$ cat config.mk
export PLATFORM = sky130hd
export DESIGN_NAME = tick_sequencer
export DESIGN_NICKNAME = d
export VERILOG_FILES = /design/src/rtl/tick_pkg.sv /design/src/rtl/tick_select.sv /design/src/rtl/tick_sequencer.sv
export SDC_FILE = /design/constraint.sdc
export NUM_CORES = 1
export LEC_CHECK = 0
export ABC_AREA = 1
export CELL_PAD_IN_SITES_DETAIL_PLACEMENT = 1
export CELL_PAD_IN_SITES_GLOBAL_PLACEMENT = 2
export CORE_ASPECT_RATIO = 0.8
export CORE_UTILIZATION = 29
export CTS_BUF_LIST = sky130_fd_sc_hd__clkbuf_4 sky130_fd_sc_hd__clkbuf_8 sky130_fd_sc_hd__clkbuf_16
export CTS_CLUSTER_DIAMETER = 40
export CTS_CLUSTER_SIZE = 24
export DETAILED_ROUTE_END_ITERATION = 8
export GPL_ROUTABILITY_DRIVEN = 0
export PLACE_DENSITY = 0.92
export SETUP_SLACK_MARGIN = 0.3
export SYNTH_ARGS = -nofsm -noshare
export SYNTH_HDL_FRONTEND = slang
export SYNTH_SLANG_ARGS = --single-unit
$ cat constraint.sdc
create_clock -name clk -period 2.4 [get_ports clk]
set_input_delay 0.24 -clock clk [delete_from_list [all_inputs] [get_ports clk]]
set_output_delay 0.24 -clock clk [all_outputs]
set_load 0.02 [all_outputs]
$ cat src/rtl/tick_pkg.sv
// Shared types for the tick sequencer: tick-source encodings, FSM states
// and the default step-counter width.
package tick_pkg;

    localparam int STEP_W_DEF = 4;

    typedef enum logic [1:0] {
        RATE_1HZ     = 2'd0,
        RATE_067HZ   = 2'd1,
        RATE_SLOW    = 2'd2,
        RATE_1HZ_ALT = 2'd3
    } rate_e;

    typedef enum logic [1:0] {
        ST_IDLE   = 2'd0,
        ST_RUN    = 2'd1,
        ST_PAUSED = 2'd2,
        ST_DONE   = 2'd3
    } state_e;

endpackage

$ cat src/rtl/tick_select.sv
// Tick source selection: rising-edge detector on the slow square wave and
// a mux producing a single-cycle tick_sel pulse from the chosen source.
module tick_select
    import tick_pkg::*;
(
    input  logic  clk,
    input  logic  rst_n,
    input  logic  tick_1hz,
    input  logic  tick_067hz,
    input  logic  slow_lvl,
    input  rate_e rate_sel,
    output logic  tick_sel
);

    logic slow_prev_p0;
    logic slow_tick_p1;

    // p0: history of slow_lvl; p1: registered rising-edge pulse
    always_ff @(posedge clk or negedge rst_n) begin
        if (!rst_n) begin
            slow_prev_p0 <= 1'b0;
            slow_tick_p1 <= 1'b0;
        end else begin
            slow_prev_p0 <= slow_lvl;
            slow_tick_p1 <= slow_lvl & ~slow_prev_p0;
        end
    end

    always_comb begin
        case (rate_sel)
            RATE_067HZ: tick_sel = tick_067hz;
            RATE_SLOW:  tick_sel = slow_tick_p1;
            default:    tick_sel = tick_1hz;
        endcase
    end

endmodule

$ cat src/rtl/tick_sequencer.sv
// Step sequencer advancing one step per selected tick, with pause, abort
// and a one-cycle done pulse; all outputs are registered.
module tick_sequencer
    import tick_pkg::*;
#(
    parameter int STEP_W = STEP_W_DEF
) (
    input  logic              clk,
    input  logic              rst_n,
    input  logic              tick_1hz,
    input  logic              tick_067hz,
    input  logic              slow_lvl,
    input  logic [1:0]        rate_sel,
    input  logic              start,
    input  logic              pause,
    input  logic              abort,
    input  logic [STEP_W-1:0] num_steps,
    output logic [STEP_W-1:0] step_idx,
    output logic              step_strobe,
    output logic              busy,
    output logic              done
);

    state_e            state_q, state_d;
    rate_e             rate_q, rate_d;
    logic [STEP_W-1:0] num_q, num_d;
    logic [STEP_W-1:0] step_d;
    logic              strobe_d, busy_d, done_d;
    logic              tick_sel;

    // Saturating increment keeps step_idx from wrapping on any path
    function automatic logic [STEP_W-1:0] step_inc(input logic [STEP_W-1:0] v);
        if (&v) return v;
        return v + {{(STEP_W-1){1'b0}}, 1'b1};
    endfunction

    tick_select u_tick_select (
        .clk        (clk),
        .rst_n      (rst_n),
        .tick_1hz   (tick_1hz),
        .tick_067hz (tick_067hz),
        .slow_lvl   (slow_lvl),
        .rate_sel   (rate_q),
        .tick_sel   (tick_sel)
    );

    always_comb begin
        state_d  = state_q;
        rate_d   = rate_q;
        num_d    = num_q;
        step_d   = step_idx;
        strobe_d = 1'b0;
        done_d   = 1'b0;
        case (state_q)
            ST_IDLE: begin
                if (start) begin
                    rate_d  = rate_e'(rate_sel);
                    num_d   = num_steps;
                    step_d  = '0;
                    state_d = ST_RUN;
                end
            end
            ST_RUN: begin
                // abort outranks everything; pause drops a coincident tick
                if (abort) begin
                    state_d = ST_IDLE;
                end else if (num_q == '0) begin
                    state_d = ST_DONE;
                end else if (pause) begin
                    state_d = ST_PAUSED;
                end else if (tick_sel) begin
                    step_d   = step_inc(step_idx);
                    strobe_d = 1'b1;
                    if (step_d == num_q) state_d = ST_DONE;
                end
            end
            ST_PAUSED: begin
                if (abort)       state_d = ST_IDLE;
                else if (!pause) state_d = ST_RUN;
            end
            ST_DONE: begin
                done_d  = 1'b1;
                state_d = ST_IDLE;
            end
            default: state_d = ST_IDLE;
        endcase
        busy_d = (state_d == ST_RUN) || (state_d == ST_PAUSED);
    end

    // p0: state, latched configuration and registered outputs
    always_ff @(posedge clk or negedge rst_n) begin
        if (!rst_n) begin
            state_q     <= ST_IDLE;
            rate_q      <= RATE_1HZ;
            num_q       <= '0;
            step_idx    <= '0;
            step_strobe <= 1'b0;
            busy        <= 1'b0;
            done        <= 1'b0;
        end else begin
            state_q     <= state_d;
            rate_q      <= rate_d;
            num_q       <= num_d;
            step_idx    <= step_d;
            step_strobe <= strobe_d;
            busy        <= busy_d;
            done        <= done_d;
        end
    end

endmodule

Word-level counts from Yosys, hierarchy flattened
Index checks and enable logic that the tools add are counted.
{ "totals": {"reg_bits": 17, "input_bits": 14, "output_inout_bits": 7, "elab_cells": 67} }
{ "classes": {"n_addsub": 1, "n_eq_ne": 13, "n_mux": 35, "bitwise_logic": 2, "reduce_logical": 7} }
{ "op_table": {"columns": ["op", "n"], "rows": [
  ["$mux 4", 12],
  ["$mux 2", 8],
  ["$mux 1", 12],
  ["$ne 2x2->1 const B", 5],
  ["$eq 2x2->1 const B", 4],
  ["$pmux 2 s4", 1],
  ["$pmux 4 s2", 1],
  ["$eq 2x1->1 const B", 3],
  ["$reduce_and 6->1", 1],
  ["$add 4x1->4 const B", 1],
  ["$eq 4x4->1", 1],
  ["$logic_not 4->1", 1],
  ["$reduce_and 4->1", 1],
  ["$logic_not 2->1", 1],
  ["$pmux 1 s2", 1],
  ["$reduce_and 2->1", 1],
  ["$reduce_bool 2->1", 1],
  ["$and 1x1->1", 1],
  ["$logic_or 1x1->1", 1],
  ["$not 1->1", 1]
]} }

Logic depth before layout (Yosys ltp)
{ "logic_depth": {"word_depth": 22, "depth_mapped": 16, "ltp_nobuf": 16} }

Modules after synthesis
Synthesis repeated with hierarchy kept, for this count alone.
{ "unflattened": {"hier_cells": 127, "hier_area_um2": 939.7} }
{ "modules_own_cells": {"columns": ["mod", "instances", "cells_each", "area_per_inst_um2", "seq_area_each_um2"], "rows": [
  ["tick_sequencer", 1, 112, 823.3, 375.4],
  ["tick_select", 1, 15, 116.4, 50.0]
]} }

Worst setup path after synthesis
No wires, ideal clock.
{ "synth_timing": {"path_kind": "flip-flop to flip-flop", "start": "register step_idx[1]", "end": "register busy", "setup_ns": 0.117, "arrival_time_ns": 1.586, "required_time_ns": 2.283, "slack_ns": 0.697, "path_stages_with_launch": 17, "path_buffers": 0, "synth_period_minus_slack_ns": 1.703, "cell_sequence": "dfrtp_1 -> ha_1 -> nand2_2 -> nor2_4 -> nand2_2 -> nand2_1 -> nand2_1 -> nand2_1 -> nor2_1 -> nand2_1 -> nand2_1 -> nand2_1 -> nand2_1 -> nand2_2 -> nand3_2 -> nand2_1 -> nand2_1"} }
{ "synth_via": {"elab_chain_len": 22} }
{ "synth_rtl": {"columns": ["item", "line", "rtl"], "rows": [
  ["from (decl)", "tick_sequencer.sv:18", "output logic [STEP_W-1:0] step_idx,"],
  ["from (signal assigned)", "tick_sequencer.sv:104", "step_idx <= step_d;"],
  ["$reduce_and 4->1", "tick_sequencer.sv:33", "if (&v) return v;"],
  ["$mux 1", "tick_sequencer.sv:33", null],
  ["$mux 1", "tick_sequencer.sv:71", "end else if (tick_sel) begin"],
  ["$mux 1", "tick_sequencer.sv:69", "end else if (pause) begin"],
  ["$mux 1", "tick_sequencer.sv:67", "end else if (num_q == '0) begin"],
  ["$mux 1", "tick_sequencer.sv:65", "if (abort) begin"],
  ["$mux 1", "tick_sequencer.sv:54", "case (state_q)"],
  ["$mux 4 (*)", "tick_sequencer.sv:34", "return v + {{(STEP_W-1){1'b0}}, 1'b1};"],
  ["[8 not listed]", null, null],
  ["$mux 2 (*)", "tick_sequencer.sv:69", null],
  ["$mux 2 (*)", "tick_sequencer.sv:67", null],
  ["$mux 2 (*)", "tick_sequencer.sv:65", null],
  ["$pmux 2 s4 (*)", "tick_sequencer.sv:54", null],
  ["named net state_d[0]", "tick_sequencer.sv:24", "state_e state_q, state_d;"],
  ["$eq 2x1->1 or $eq 2x2->1 (tied branches)", "tick_sequencer.sv:87", "busy_d = (state_d == ST_RUN) || (state_d == ST_PAUSED);"],
  ["$logic_or 1x1->1 (*)", "tick_sequencer.sv:87", null],
  ["named net busy_d", "tick_sequencer.sv:28", "logic strobe_d, busy_d, done_d;"],
  ["to (signal assigned)", "tick_sequencer.sv:106", "busy <= busy_d;"],
  ["to (decl)", "tick_sequencer.sv:20", "output logic busy,"]
]} }
The timed path passes the listed nets; every way through them passes the cells marked *. The select of a mux whose other input is x is not followed.
A chain may end at the register's enable or synchronous reset.

Final worst setup path
{ "layout_timing": {"start": "register step_idx[1]", "end": "register busy"} }
{ "layout_via": {"elab_chain_len": 22} }
{ "layout_rtl": {"columns": ["item", "line"], "rows": [
  ["$reduce_and 4->1", "tick_sequencer.sv:33"],
  ["$mux 1", "tick_sequencer.sv:33"],
  ["$mux 1", "tick_sequencer.sv:71"],
  ["$mux 1", "tick_sequencer.sv:69"],
  ["$mux 1", "tick_sequencer.sv:67"],
  ["$mux 1", "tick_sequencer.sv:65"],
  ["$mux 1", "tick_sequencer.sv:54"],
  ["$mux 4 (*)", "tick_sequencer.sv:34"],
  ["[7 not listed]", null],
  ["$mux 2 (*)", "tick_sequencer.sv:71"],
  ["$mux 2 (*)", "tick_sequencer.sv:69"],
  ["$mux 2 (*)", "tick_sequencer.sv:67"],
  ["$mux 2 (*)", "tick_sequencer.sv:65"],
  ["$pmux 2 s4 (*)", "tick_sequencer.sv:54"],
  ["$eq 2x1->1 or $eq 2x2->1 (tied branches)", "tick_sequencer.sv:87"],
  ["$logic_or 1x1->1 (*)", "tick_sequencer.sv:87"],
  ["named net busy_d", "tick_sequencer.sv:28"]
]} }
Marks and branches as above.

==> flow_summary.ini <==
[global_routing]
grt_pass1_vias = 942
antenna_found_initial = 0
grtUsageMet1_pct = 18.9
grt_overflow = 0
grt_pass1_wl_mm = 4.10
busiest_layer = met2
met3_usage_pct = 5.51
met2_usage_pct = 27.8
grt_max_degree = 18
grt_use_total_pct = 15.8

[yosys]
ys_ff_latch = 17
synthArstFlopShare_pct = 100
synth_top_area_share_pct = 43.6
synth_area_leaders = dfrtp_1, nand2_1, inv_1
synth_cells = 130
syn_area_per_cell_sq_um = 7.51
syn_area_sq_um = 976
ys_top_cells_by_count = nand2_1, inv_1, dfrtp_1, o21ai_1, nand3_1
yosys_warnings = 0
synth_top_cell_by_area = dfrtp_1
synth_edf_count = 0
yosysMostFrequentCell = nand2_1
synth_fp_nets = 147
yosysUniqueCellTypes = 19
yosysSeqAreaShare_pct = 43.6
synthFlopType = dfrtp_1

[die]
initial_utilization_pct = 31.0
coreArea_sq_mm = 0.00315
die_h_um = 53.9
rows = 18
die_area_sq_mm = 0.00360
die_w_um = 66.9
io_pins = 21

[status]
status = finished, final reports clean

[critical_path]
cpLargestDelayFamily = simple AND/OR/NAND/NOR gates
slowest_delay_ps = 430
critPathLaunchType = flop
cp.arrival_ps = 2010
crit_required_ps = 2550
end_kind = flop
path_buf_inv = 0
crit_fanout = 5
path_cells = ha_1, nand3_2, nand2_1, nand2_1, nand2_1, nand2_1, nor2_1, nand2_1, nand2_1, nand2_1, nand2_1, nand2_2, nand4_1, nand2_1
critPathKind = reg2reg
path_common_cell = nand2_1
cpMaxStageDelayCell = dfrtp_1

[pwr]
p_switching_uw = 547
p_seq_share_pct = 35.5
p_int_uw = 747
clockPowerShare_pct = 17.6
power_density_mw_per_mm2 = 1020
leakagePower_uw = 0.000642
combPwrFrac_pct = 47.0
switching_share_pct = 42.3
irDropWorstVdd_mv = 0.401

[clock_tree]
clk_pin_slew_ps = 70
post-cts-setup-buffer-count = 0
clk_latency_ps = 250
h-tree-depth = 1
numCtsBuffers = 3
cts-root-buf = clkbuf_8
cts_tree = built
holdBufCountCts = 0
clk_path_buf_depth = 2
cts_resized = 0
cts.sinks = 17

[route]
wl_per_cell_um = 12.0
drt-total-wl_mm = 2.32
drc = 0
via_per_inst = 4.61
num_vias = 890
drt_iter0_markers = 20
postRouteAntennaNets = 0
firstDrtPassIters = 4

[final_layout]
final_layout_size_suffix_gt1_share_pct = 12.4
area_delta_synth_final_pct = 30.3
fin_nets = 171
final_util_pct = 40.3
stdcell_count = 193
n_antenna_cell = 0

[timing]
final-setup-viol-count = 0
tightest_slew_ps = 812
slew_viol_final = 0
fin_crit_sh_pct = 77.8
hold_viol_final = 0
period_minus_slack_ps = 1870
fin_setup_tns_ps = 0
slew-limit-headroom_pct = 45.7
finalClockSkew_ps = 1.42
fmax_mhz = 536
grt_setup_unrepaired = no

[place]
dp.cells = 189
hpwl_mm = 1.88
port_buffers = 20

[run]
cap_violations = 0

[min_path]
hold_class = reg2reg
worst register-to-register path: cells and delay by family, from the launching register on:
kind | cells | cell delay [ps]
and+or+nand+nor | 13 | 1090
adders and majority gates | 1 | 270
DFF | 1 | 430
per-stage QoR:
step	total power, uW	worst slack (ps)	hold WS [ps]	instance area, sq um
after global placement	1070	618	382	1220
final	1290	533	396	1270
after detailed placement	1070	549	396	1220
after CTS	1320	522	405	1270
after global routing	1430	330	423	1270
after floorplan	882	697	-55.6	976
state kept, by name (all words and copies together) (netlist names):
| register | count |
|---|---|
| done | 1 |
| rate_q | 2 |
| state_q | 2 |
| busy | 1 |
| u_tick_select.slow_tick_p1 | 1 |
| num_q | 4 |
| u_tick_select.slow_prev_p0 | 1 |
| step_idx | 4 |
| step_strobe | 1 |
placed cells by master, fill, tap and decap left out, drive strengths merged:
| cell | n |
|---|---|
| clkbuf | 4 |
| clkdlybuf4s50 | 20 |
| clkinv | 1 |
| dfrtp | 17 |
| ha | 3 |
| inv | 26 |
| nand2 | 42 |
| nand3 | 11 |
| nand3b | 1 |
| nand4 | 4 |
| nor2 | 8 |
| nor3 | 2 |
| nor4 | 1 |
| o21ai | 12 |
| or2 | 1 |
final timing paths:
kind / slack (ps) / from / end / cells past startpoint
max: 530 / step_idx[1]$_DFFE_PN0P_ / busy$_DFF_PN0_ / 14
min: 400 / u_tick_select.slow_prev_p0$_DFF_PN0_ / u_tick_select.slow_tick_p1$_DFF_PN0_ / 1
max reg2reg: 530 / step_idx[1]$_DFFE_PN0P_ / busy$_DFF_PN0_ / 14
max in group asynchronous: 1440 / rst_n / state_q[1]$_DFF_PN0_ / 1
min reg2reg: 400 / u_tick_select.slow_prev_p0$_DFF_PN0_ / u_tick_select.slow_tick_p1$_DFF_PN0_ / 1
min in group asynchronous: 450 / rst_n / num_q[0]$_DFFE_PN0P_ / 1
power by group through the flow:
stage	registers [uW]	clock network (uW)	logic, uW
2_1_floorplan	479	0	403
3_3_place_gp	462	0	604
3_5_place_dp	464	0	610
4_1_cts	460	239	618
5_1_grt	477	249	703
6_report	459	227	608
cells by family after synthesis:
logic type	count (synthesis)	share of synthesized area, %
flops	17	43.6
fa+ha+maj	3	3.85
buf+inv	28	10.8
compound gates	12	6.15
simple gates	70	35.6
routing by layer:
layer	vias to the layer above	share of wire (%)	wire length, um
met5	-	0	0
met4	0	0.52	12
met3	2	5.2	120
met2	17	48	1120
met1	420	46	1070
li1	451	-	-
final cells by class:
class | instances | area, sq um
clock buffers | 4 | 48.8
fillers | 390 | 1880
inverters | 27 | 101
multi-input cells | 85 | 445
flip-flops and latches | 17 | 425
well taps | 40 | 50.0
repair buffers | 20 | 200
Power figures use the tool's default switching activity.
